### src/rtl/sumator_secvential_16_biti.sv
// Nibble-serial adder/subtractor: one 4-bit carry-lookahead slice evaluated per clock,
// with group P/G folded into the running carry and valid/ready handshakes on both sides.
module sumator_secvential_16_biti #(
    parameter int WIDTH = 16
) (
    input  logic             clk,
    input  logic             rst,
    input  logic             in_valid,
    output logic             in_ready,
    input  logic [WIDTH-1:0] a,
    input  logic [WIDTH-1:0] b,
    input  logic             cin,
    input  logic             sub,
    output logic             out_valid,
    input  logic             out_ready,
    output logic [WIDTH-1:0] sum,
    output logic             cout,
    output logic             ovf
);

    localparam int NIBBLES = WIDTH / 4;
    localparam int IDX_W   = $clog2(NIBBLES);

    localparam logic [1:0] IDLE = 2'd0;
    localparam logic [1:0] ADD  = 2'd1;
    localparam logic [1:0] DONE = 2'd2;

    localparam logic [IDX_W-1:0] LAST_IDX = IDX_W'(NIBBLES - 1);

    logic [1:0]       state_r;
    logic [IDX_W-1:0] idx_r;
    logic             carry_r;
    logic [WIDTH-1:0] opa_r;
    logic [WIDTH-1:0] opb_r;
    logic [WIDTH-1:0] sum_r;
    logic             cout_r;
    logic             ovf_r;
    logic             out_valid_r;

    logic [3:0] nib_a_s;
    logic [3:0] nib_b_s;
    logic [5:0] slice_s;
    logic [3:0] slice_sum_s;
    logic       slice_p_s;
    logic       slice_g_s;
    logic       next_carry_s;

    // 4-bit carry-lookahead slice: returns {G, P, sum[3:0]}
    function automatic logic [5:0] cla_slice(input logic [3:0] x, input logic [3:0] y, input logic c);
        logic [3:0] p;
        logic [3:0] g;
        logic [3:0] c_in;
        logic       grp_p;
        logic       grp_g;
        p       = x ^ y;
        g       = x & y;
        c_in[0] = c;
        c_in[1] = g[0] | (p[0] & c);
        c_in[2] = g[1] | (p[1] & g[0]) | (p[1] & p[0] & c);
        c_in[3] = g[2] | (p[2] & g[1]) | (p[2] & p[1] & g[0]) | (p[2] & p[1] & p[0] & c);
        grp_p   = &p;
        grp_g   = g[3] | (p[3] & g[2]) | (p[3] & p[2] & g[1]) | (p[3] & p[2] & p[1] & g[0]);
        return {grp_g, grp_p, p ^ c_in};
    endfunction

    // Select the active nibble and evaluate the lookahead slice on it
    always_comb begin
        nib_a_s      = opa_r[idx_r*4 +: 4];
        nib_b_s      = opb_r[idx_r*4 +: 4];
        slice_s      = cla_slice(nib_a_s, nib_b_s, carry_r);
        slice_sum_s  = slice_s[3:0];
        slice_p_s    = slice_s[4];
        slice_g_s    = slice_s[5];
        next_carry_s = slice_g_s | (slice_p_s & carry_r);
    end

    // Handshake FSM, operand capture and nibble-by-nibble result assembly
    always_ff @(posedge clk) begin
        if (rst) begin
            state_r     <= IDLE;
            idx_r       <= '0;
            carry_r     <= 1'b0;
            opa_r       <= '0;
            opb_r       <= '0;
            sum_r       <= '0;
            cout_r      <= 1'b0;
            ovf_r       <= 1'b0;
            out_valid_r <= 1'b0;
        end else begin
            case (state_r)
                IDLE: begin
                    if (in_valid) begin
                        opa_r   <= a;
                        opb_r   <= sub ? ~b : b;
                        carry_r <= sub ? 1'b1 : cin;
                        idx_r   <= '0;
                        state_r <= ADD;
                    end else begin
                        state_r <= IDLE;
                    end
                end
                ADD: begin
                    sum_r[idx_r*4 +: 4] <= slice_sum_s;
                    carry_r             <= next_carry_s;
                    if (idx_r == LAST_IDX) begin
                        cout_r      <= next_carry_s;
                        // Overflow: like-signed operands producing a result of the other sign
                        ovf_r       <= (opa_r[WIDTH-1] == opb_r[WIDTH-1]) &&
                                       (slice_sum_s[3] != opa_r[WIDTH-1]);
                        out_valid_r <= 1'b1;
                        idx_r       <= '0;
                        state_r     <= DONE;
                    end else begin
                        idx_r <= idx_r + 1'b1;
                    end
                end
                DONE: begin
                    if (out_ready) begin
                        out_valid_r <= 1'b0;
                        state_r     <= IDLE;
                    end else begin
                        state_r <= DONE;
                    end
                end
                default: begin
                    state_r     <= IDLE;
                    out_valid_r <= 1'b0;
                    idx_r       <= '0;
                end
            endcase
        end
    end

    assign in_ready  = (state_r == IDLE);
    assign out_valid = out_valid_r;
    assign sum       = sum_r;
    assign cout      = cout_r;
    assign ovf       = ovf_r;

endmodule

### config.mk
export PLATFORM = sky130hd
export DESIGN_NAME = sumator_secvential_16_biti
export DESIGN_NICKNAME = d
export VERILOG_FILES = /design/src/rtl/sumator_secvential_16_biti.sv
export SDC_FILE = /design/constraint.sdc
export NUM_CORES = 1
export LEC_CHECK = 0
export BUFFER_PORTS_ARGS = -buffer_cell sky130_fd_sc_hd__buf_2
export CORE_ASPECT_RATIO = 0.7
export CORE_MARGIN = 2
export CORE_UTILIZATION = 30
export DETAILED_ROUTE_END_ITERATION = 10
export MAX_ROUTING_LAYER = met4
export PLACE_DENSITY_LB_ADDON = 0.25
export SLEW_MARGIN = 20
export SYNTH_ARGS = -nofsm -noshare
export SYNTH_HDL_FRONTEND = slang
export SYNTH_SLANG_ARGS = --single-unit
### constraint.sdc
create_clock -name clk -period 3.3 [get_ports clk]
set_clock_uncertainty 0.15 [all_clocks]
set_input_delay 0.33 -clock clk [delete_from_list [all_inputs] [get_ports clk]]
set_output_delay 0.33 -clock clk [all_outputs]
set_load 0.1 [all_outputs]
==> results of run 1 <==
==> stage by stage <==
stage               power, mW  hold WS, ns  util (%)  setup slack (ns)
detailed placement       1.03        0.297      35.7            0.0451
global route             1.70        0.128      37.7             0.242
floorplan               0.953        0.283         -             0.482
global placement         1.03        0.297      35.7             0.201
CTS                      1.64        0.116      37.7            0.0302
finish                   1.62        0.122      37.7             0.518
==> timing repair <==
item,CTS,global route
endpoints found under the hold margin,0,0
endpoints found under the setup margin,0,5
gates resized for setup,0,2
==> layout by cell type, fill, tap and decap left out, types with 3 or more instances in the layout <==
cell and instances:
a211oi_1 17, a21oi_1 22, a22oi_1 10, a32oi_1 4, buf_2 57, buf_4 4
clkbuf_16 5, dfxtp_1 55, ha_1 11, inv_1 4, mux4_2 8, nand2_1 41
nand2b_1 3, nand3_1 3, nand3b_1 3, nor2_1 38, o21ai_0 3, xnor2_1 16
==> critical path, stage by stage (launching register included) <==
cell      delay [ns]
dfxtp_2         0.57
mux4_2          0.57
ha_1            0.42
a211oi_1        0.28
o21ai_1         0.22
a221oi_1        0.32
nor4_1          0.09
==> cell families after synthesis <==
| kind of cell | count (synthesis) | share of synthesized area [%] |
|---|---|---|
| DFF | 56 | 42.5 |
| and+or+nand+nor | 100 | 17.9 |
| xor gates and xnor gates | 18 | 5.98 |
| muxes | 8 | 6.83 |
| adders and majority gates | 12 | 5.98 |
| buffers and inverters | 22 | 3.51 |
| AOI/OAI and AO/OA | 67 | 17.3 |
==> area by class of cell <==
class                           count  area (sq um)  share of cell area [%]
Clock buffer                        5           125                    3.91
Sequential cell                    56          1120                    35.1
Tap cell                          120           150                    4.69
Inverter                            4          15.0                   0.469
Timing Repair Buffer               61           315                    9.86
Multi-Input combinational cell    205          1420                    44.5
Clock inverter                      3          46.3                    1.45
==> flip-flops by register name, indices dropped and copies added, names as in the netlist <==
name and flops:
state_r 2, ovf 1, sum 16, cout 1, out_valid 1, opb_r 16
carry_r 1, idx_r 2, opa_r 16
==> worst min path at each step <==
stage	to	slack (ns)	cells after the start
after floorplan	opa_r[10]$_SDFFE_PP0P_	0.28	2
after global placement	opa_r[12]$_SDFFE_PP0P_	0.30	2
after detailed placement	opa_r[12]$_SDFFE_PP0P_	0.30	2
after CTS	opa_r[10]$_SDFFE_PP0P_	0.12	3
after global routing	opa_r[9]$_SDFFE_PP0P_	0.13	3
final	opa_r[9]$_SDFFE_PP0P_	0.12	3
==> per-layer routing <==
metal  global-route usage [%]  share of wire [%]  up-vias
li1                         -                  -     1110
met1                     21.7                 55     1029
met2                     20.2                 39       57
met3                     3.50                5.5        4
met4                     2.50               0.57        0
met5                        -                  0        -
==> power groups by stage <==
stage,sequential [mW],combinational (mW),clock [mW]
floorplan,0.769,0.184,0
global placement,0.761,0.266,0
detailed placement,0.759,0.269,0
CTS,0.743,0.271,0.624
global route,0.749,0.299,0.652
finish,0.743,0.269,0.605
==> metrics.txt, run 1 <==
Synth top cells by count=dfxtp_1, nand2_1, nor2_1, a21oi_1, a211oi_1; total net switching power=0.438 mW; Rel. slew slack=31.2%; Starting Density=31.1%; Setup Buffers After CTS=0; arrival time at the worst endpoint=2.76 ns; starting DRC count in detailed routing=128; r2r setup slk=0.52 ns; Die Y=82.5 um; share of cells above drive strength 1=24.6%; Most used DFF post-synth=dfxtp_1; Final setup viols=0; worst min path class=in -> reg; CP endpoint=ovf$_SDFFE_PP0P_; Max IR drop VDD=0.222 mV; clock tree buffer depth=2; Die Footprint=0.00957 sq mm; Slew Viols, Final=0; Layout area overhead=21.3%; RD Place Congestion=0.867; Post-Syn Area=0.00264 sq mm; placed cell count=446; DRC viols=0; vias in the first global route=2,125; launch point of the worst path=idx_r[0]$_SDFFE_PP0P_; FF+latch count, synth=56; ys async rst share=0%; status=finished, final reports clean; Syn Nets=333; yosys warns=0; die width=116 um; largest net degree at the start of global routing=59; leading area contributor after synthesis=dfxtp_1; Antenna Nets Post-Route=0; Max-Cap Viols=0; Root Driver=clkbuf_16; worst-skew pair later-pin latency=0.29 ns; H-Tree Depth=2; WL final=6320 um; CTS Hold Bufs=0; drt first pass iters=4; Layout Nets=383; Inserted Clock Buffers=5; worst flop-to-flop path endpoint=ovf$_SDFFE_PP0P_; GRT Overall Usage=14.6%; worst path required time=3.28 ns; Rows=28; CP max FO=13; Worst Setup Path Type=reg -> reg; clock network power share=37.4%; first-pass GRT wire length=10,500 um; sequential power share=46.0%; FF-to-FF path depth=6; sw frac=27.1%; Int Pwr=1.18 mW; Final Hold Vio Count=0; synthesized area per cell=9.32 sq um; number of synthesized flops with an enable pin=0; Worst Setup Start Kind=flop; wire per inst=13.9 um; Tmin final=2.78 ns; count leader, synth=dfxtp_1; hpwl dp=4610 um; total negative slack=0 ns; P_leak=1.28 nW; ranking of synthesized cells by area=dfxtp_1, mux4_2, nand2_1, nor2_1, xnor2_1; RSZ-0062 raised after global routing=no; vias after detailed routing=2,200; hold wc startpoint=a[9]; Synth top area share=42.5%; core area=0.00848 sq mm; clock slew at reported path FFs=0.07 ns; post-route cell area=0.00320 sq mm; number of library cell types mapped by synthesis=37; Diodes inserted=0; Ports=58; clk sinks=56; Pwr Density=506 mW/mm^2; Final period util=84.3%; Crit Reg-Reg Startpoint=idx_r[0]$_SDFFE_PP0P_; Logic pwr share=16.6%; Slew @ Worst Pin=1.03 ns; antenna violations before repair=0; register area share after synthesis=42.5%; post-place instance area=0.00303 sq mm; total grt overflow=0; PortBufs=57; fmax=359 MHz; vias per inst=4.85; final cell count without fillers=454; Worst setup EP type=flop; Cells after Synth=283; CTS tree=built; layout filler cell count=898
Power figures use the tool's default switching activity.
==> run 2: changes to the inputs <==
clock period = 2.3 ns   (was 3.3 ns; I/O delays follow)
==> metrics.txt, run 2 (synthesis gave the netlist of run 1 again) <==
Diodes inserted=0 (unchanged); CTS tree=built (unchanged); clock tree buffer depth=2 (unchanged); arrival time at the worst endpoint=2.37 ns (was 2.76 ns); P_leak=1.39 nW (was 1.28 nW); largest net degree at the start of global routing=49 (was 59); CP max FO=5 (was 13); vias in the first global route=2,107 (was 2,125); post-place instance area=0.00318 sq mm (was 0.00303 sq mm); violated checks=setup timing; commonest non-fill, non-tap cell in the layout=buf_2 (unchanged); placed cell count=458 (was 446); status=complete, but fails checks (was finished, final reports clean); Root Driver=clkbuf_16 (unchanged); area occupied by multi-input gates=0.00159 sq mm (was 0.00142 sq mm); power consumption=2.35 mW (was 1.62 mW); Reg area=0.00112 sq mm (about the same); most frequent cells in the layout=buf_2, dfxtp_1, nand2_1, nor2_1, a21oi_1 (unchanged); H-Tree Depth=2 (unchanged); Layout area overhead=32.6% (was 21.3%); final worst setup slack=-0.0653 ns (was 0.518 ns); total grt overflow=0 (unchanged); worst min path class=in -> reg (unchanged); final cell count without fillers=471 (was 454); starting DRC count in detailed routing=87 (was 128); drt first pass iters=4 (unchanged); Max-Cap Viols=0 (unchanged); Ports=58 (unchanged); Die Y=82.5 um (unchanged); share of cells above drive strength 1=33.6% (was 24.6%); Slew Viols, Final=0 (unchanged); hpwl dp=4920 um (was 4610 um); Final period util=103% (was 84.3%); first-pass GRT wire length=10,800 um (was 10,500 um); Final Hold Vio Count=0 (unchanged); Worst Setup Start Kind=flop (unchanged); DP Worst Slack=-0.0998 ns (was 0.0451 ns); Slew @ Worst Pin=0.637 ns (was 1.03 ns); RSZ-0062 raised after global routing=yes (was no); Hold Path Depth=3 (unchanged); core area=0.00848 sq mm (unchanged); Final setup viols=10 (was 0); Die Footprint=0.00957 sq mm (unchanged); hold wc startpoint=a[2] (was a[9]); Tmin final=2.37 ns (was 2.78 ns); Starting Density=31.1% (unchanged); post-route cell area=0.00350 sq mm (was 0.00320 sq mm); Rel. slew slack=57.5% (was 31.2%); Layout Utilization=41.3% (was 37.7%); hold slack=0.0275 ns (was 0.122 ns); Inserted Clock Buffers=5 (unchanged); WL final=6750 um (was 6320 um); wire per inst=14.3 um (was 13.9 um); r2r setup slk=-0.07 ns (was 0.52 ns); vias per inst=4.76 (was 4.85); clock slew at reported path FFs=0.07 ns (about the same); vias after detailed routing=2,240 (was 2,200); antenna violations before repair=0 (unchanged); Worst Setup Path Type=reg -> reg (unchanged); DRC viols=0 (unchanged); worst flop-to-flop path endpoint=sum[11]$_SDFFE_PP0P_ (was ovf$_SDFFE_PP0P_); Layout Nets=400 (was 383); total negative slack=-0.338 ns (was 0 ns); Pwr Density=671 mW/mm^2 (was 506 mW/mm^2); FF-to-FF path depth=8 (was 6); RD Place Congestion=0.795 (was 0.867); worst path required time=2.30 ns (was 3.28 ns); Max IR drop VDD=0.293 mV (was 0.222 mV); WHS Endpoint=opa_r[2]$_SDFFE_PP0P_ (was opa_r[9]$_SDFFE_PP0P_); Antenna Nets Post-Route=0 (unchanged); GRT Overall Usage=15.2% (was 14.6%); clk sinks=56 (unchanged); Crit Reg-Reg Startpoint=idx_r[0]$_SDFFE_PP0P_ (unchanged); CTS Hold Bufs=0 (unchanged); Rows=28 (unchanged); layout filler cell count=888 (was 898); Worst setup EP type=flop (unchanged); fmax=423 MHz (was 359 MHz); die width=116 um (unchanged); PortBufs=57 (unchanged); worst-skew pair later-pin latency=0.29 ns (about the same)
[run 2: timing repair]
item	in CTS	in global routing
pin swaps	8	6
setup buffers	5	0
endpoints found under the setup margin	16	18
resized for setup	7	11
[run 2: per-layer routing]
layer	global-route usage (%)	up-vias	share of wire (%)
met5	-	-	0
met3	3.50	6	6.0
met4	2.62	0	0.56
li1	-	1137	-
met2	21.6	56	40
met1	22.3	1041	53
[run 2: power breakdown]
part           internal, mW  switching, mW
registers              1.02         0.0363
logic                 0.230          0.289
clock network         0.436          0.334
[run 2: how the worst max path moves through the flow]
| stage | from | end | slack (ns) |
|---|---|---|---|
| 2_1_floorplan | idx_r[0]$_SDFFE_PP0P_ | sum[10]$_SDFFE_PP0P_ | -0.03 |
| 3_5_place_dp | idx_r[0]$_SDFFE_PP0P_ | ovf$_SDFFE_PP0P_ | -0.1 |
| 5_1_grt | idx_r[0]$_SDFFE_PP0P_ | ovf$_SDFFE_PP0P_ | -0.16 |
| 6_report | idx_r[0]$_SDFFE_PP0P_ | sum[11]$_SDFFE_PP0P_ | -0.07 |
| 4_1_cts | idx_r[0]$_SDFFE_PP0P_ | ovf$_SDFFE_PP0P_ | -0.07 |
| 3_3_place_gp | idx_r[0]$_SDFFE_PP0P_ | ovf$_SDFFE_PP0P_ | -0.06 |
[run 2: cell type report]
class                      instances  area share, %
tap                              120           4.29
clock buffer                       8           4.18
sequential                        56           32.2
timing repair buffer              78           13.6
multi-input combinational        205           45.4
inverter                           4          0.429
[run 2: worst max-delay path, cell delays in order, from the launching register on]
cell,delay (ns)
dfxtp_4,0.36
buf_6,0.13
mux4_2,0.56
ha_4,0.33
nand3_2,0.10
a2bb2oi_4,0.21
buf_12,0.14
a32oi_1,0.19
nor2_1,0.06
==> run 3: changes to the inputs <==
CORE_UTILIZATION = 45   (was 30)
==> metrics.txt, run 3 (synthesis gave the netlist of run 1 again) <==
status=complete, but fails checks (unchanged); violated checks=setup timing (unchanged); clock network power share=26.9% (was 32.8%); Logic pwr share=23.1% (was 22.1%); clock tree buffer depth=2 (unchanged); Worst setup EP type=flop (unchanged); crit path max-delay cell type=mux4_2 (unchanged); Rows=23 (was 28); first-pass GRT wire length=9720 um (was 10,800 um); vias after detailed routing=2,252 (was 2,240); final cell count without fillers=430 (was 471); met3 usage=5.29% (was 3.50%); wire per inst=14.0 um (was 14.3 um); r2r setup slk=-0.05 ns (was -0.07 ns); clk sinks=56 (unchanged); die width=95.5 um (was 116 um); sequential power share=50.0% (was 45.1%); total negative slack=-0.149 ns (was -0.338 ns); Layout Utilization=59.7% (was 41.3%); DRC viols=0 (unchanged); Starting Density=46.3% (was 31.1%); final worst setup slack=-0.0463 ns (was -0.0653 ns); most crowded layer after global routing=met1 (unchanged); clock slew at reported path FFs=0.10 ns (was 0.07 ns); Worst Setup Start Kind=flop (unchanged); vias in the first global route=1,971 (was 2,107); placed cell count=409 (was 458); met2 Usage GRT=27.9% (was 21.6%); Ports=58 (unchanged); commonest non-fill, non-tap cell in the layout=buf_2 (unchanged); GRT Overall Usage=20.5% (was 15.2%); total grt overflow=0 (unchanged); CTS tree=built (unchanged); Final Hold Vio Count=0 (unchanged); sw frac=29.8% (was 28.1%); starting DRC count in detailed routing=128 (was 87); Max IR drop VDD=0.271 mV (was 0.293 mV); Slew @ Worst Pin=0.585 ns (was 0.637 ns); Tmin final=2.35 ns (was 2.37 ns); Die Footprint=0.00650 sq mm (was 0.00957 sq mm); largest net degree at the start of global routing=49 (unchanged); most frequent cells in the layout=buf_2, dfxtp_1, nand2_1, nor2_1, a21oi_1 (unchanged); H-Tree Depth=2 (unchanged); Worst Setup Path Type=reg -> reg (unchanged); CP Cell Sequence=buf_6 -> mux4_2 -> ha_4 -> a21o_1 -> a21oi_4 -> or4_1 -> a31oi_1 (was buf_6 -> mux4_2 -> ha_4 -> nand3_2 -> a2bb2oi_4 -> buf_12 -> a32oi_1 -> nor2_1); Root Driver=clkbuf_8 (was clkbuf_16); hpwl dp=4320 um (was 4920 um); total net switching power=0.630 mW (was 0.659 mW); worst-skew pair later-pin latency=0.31 ns (was 0.29 ns); WL final=6040 um (was 6750 um); Rel. slew slack=60.9% (was 57.5%); RD Place Congestion=0.825 (was 0.795); Int Pwr=1.49 mW (was 1.69 mW); share of cells above drive strength 1=29.9% (was 33.6%); biggest cell delay along the critical path=0.57 ns (was 0.56 ns); Max-Cap Viols=0 (unchanged); worst path required time=2.40 ns (was 2.30 ns); Slew Viols, Final=0 (unchanged); PortBufs=57 (unchanged); RSZ-0062 raised after global routing=yes (unchanged); FF-to-FF path depth=7 (was 8); drt first pass iters=4 (unchanged); Antenna Nets Post-Route=0 (unchanged); power consumption=2.12 mW (was 2.35 mW); vias per inst=5.24 (was 4.76); antenna violations before repair=0 (unchanged); Diodes inserted=0 (unchanged); Inserted Clock Buffers=5 (unchanged); Layout Nets=404 (was 400); Pwr Density=622 mW/mm^2 (was 671 mW/mm^2); DP Worst Slack=-0.100 ns (was -0.0998 ns); fmax=426 MHz (was 423 MHz); arrival time at the worst endpoint=2.44 ns (was 2.37 ns); Hold Path Depth=3 (unchanged); worst min path class=in -> reg (unchanged); Final setup viols=7 (was 10); Layout area overhead=29.0% (was 32.6%); Final period util=102% (was 103%); Die Y=68.1 um (was 82.5 um); core area=0.00570 sq mm (was 0.00848 sq mm); P_leak=1.37 nW (was 1.39 nW); CP max FO=5 (unchanged); grt met1 use=30.3% (was 22.3%)
-- run 3: final cells by class --
type / count / area [sq um]
clock inverter: 2 / 13.8
timing repair buffer: 82 / 531
inverter: 4 / 15.0
multi-input combinational: 205 / 1540
tap: 75 / 93.8
sequential: 56 / 1120
clock buffer: 6 / 82.6
fill: 521 / 2290
-- run 3: worst max-delay path: cells and delay by family (launching register included) --
| kind | cells | cell delay, ns |
|---|---|---|
| and+or+nand+nor | 1 | 0.40 |
| DFF | 1 | 0.38 |
| AOI/OAI and AO/OA | 3 | 0.35 |
| muxes | 1 | 0.57 |
| buffers and inverters | 1 | 0.12 |
| adders and majority gates | 1 | 0.31 |
-- run 3: path summary, 6_finish.rpt --
path / start / endpoint
max: idx_r[0]$_SDFFE_PP0P_ / sum[10]$_SDFFE_PP0P_
min: a[2] / opa_r[2]$_SDFFE_PP0P_
max reg2reg: idx_r[0]$_SDFFE_PP0P_ / sum[10]$_SDFFE_PP0P_
min reg2reg: opa_r[13]$_SDFFE_PP0P_ / opa_r[13]$_SDFFE_PP0P_
-- run 3: per-layer routing --
metal | wire length [um] | share of wire, %
met1 | 3150 | 52
met2 | 2480 | 41
met3 | 353 | 5.8
met4 | 51 | 0.84
met5 | 0 | 0
-- run 3: repair_timing --
action                                  4_1_cts  5_1_grt
cloned                                        0        0
gates resized for setup                       9        2
buffers inserted                              3        0
endpoints found under the hold margin        10        0
hold buffers                                 10        0
endpoints found under the setup margin        8       17
pin swaps                                     5        8
-- run 3: power groups by stage --
stage / combinational [mW] / sequential (mW) / clock (mW)
6_report: 0.490 / 1.06 / 0.569
2_1_floorplan: 0.294 / 1.11 / 0
3_3_place_gp: 0.431 / 1.08 / 0
5_1_grt: 0.542 / 1.06 / 0.631
4_1_cts: 0.486 / 1.06 / 0.583
3_5_place_dp: 0.438 / 1.08 / 0
-- run 3: through the flow --
step                      area [sq um]  hold WS (ns)
final                             3400       0.00576
after global routing              3400       0.00289
after CTS                         3390       0.00167
after detailed placement          3120         0.296
after global placement            3120         0.292
after floorplan                   2720         0.216
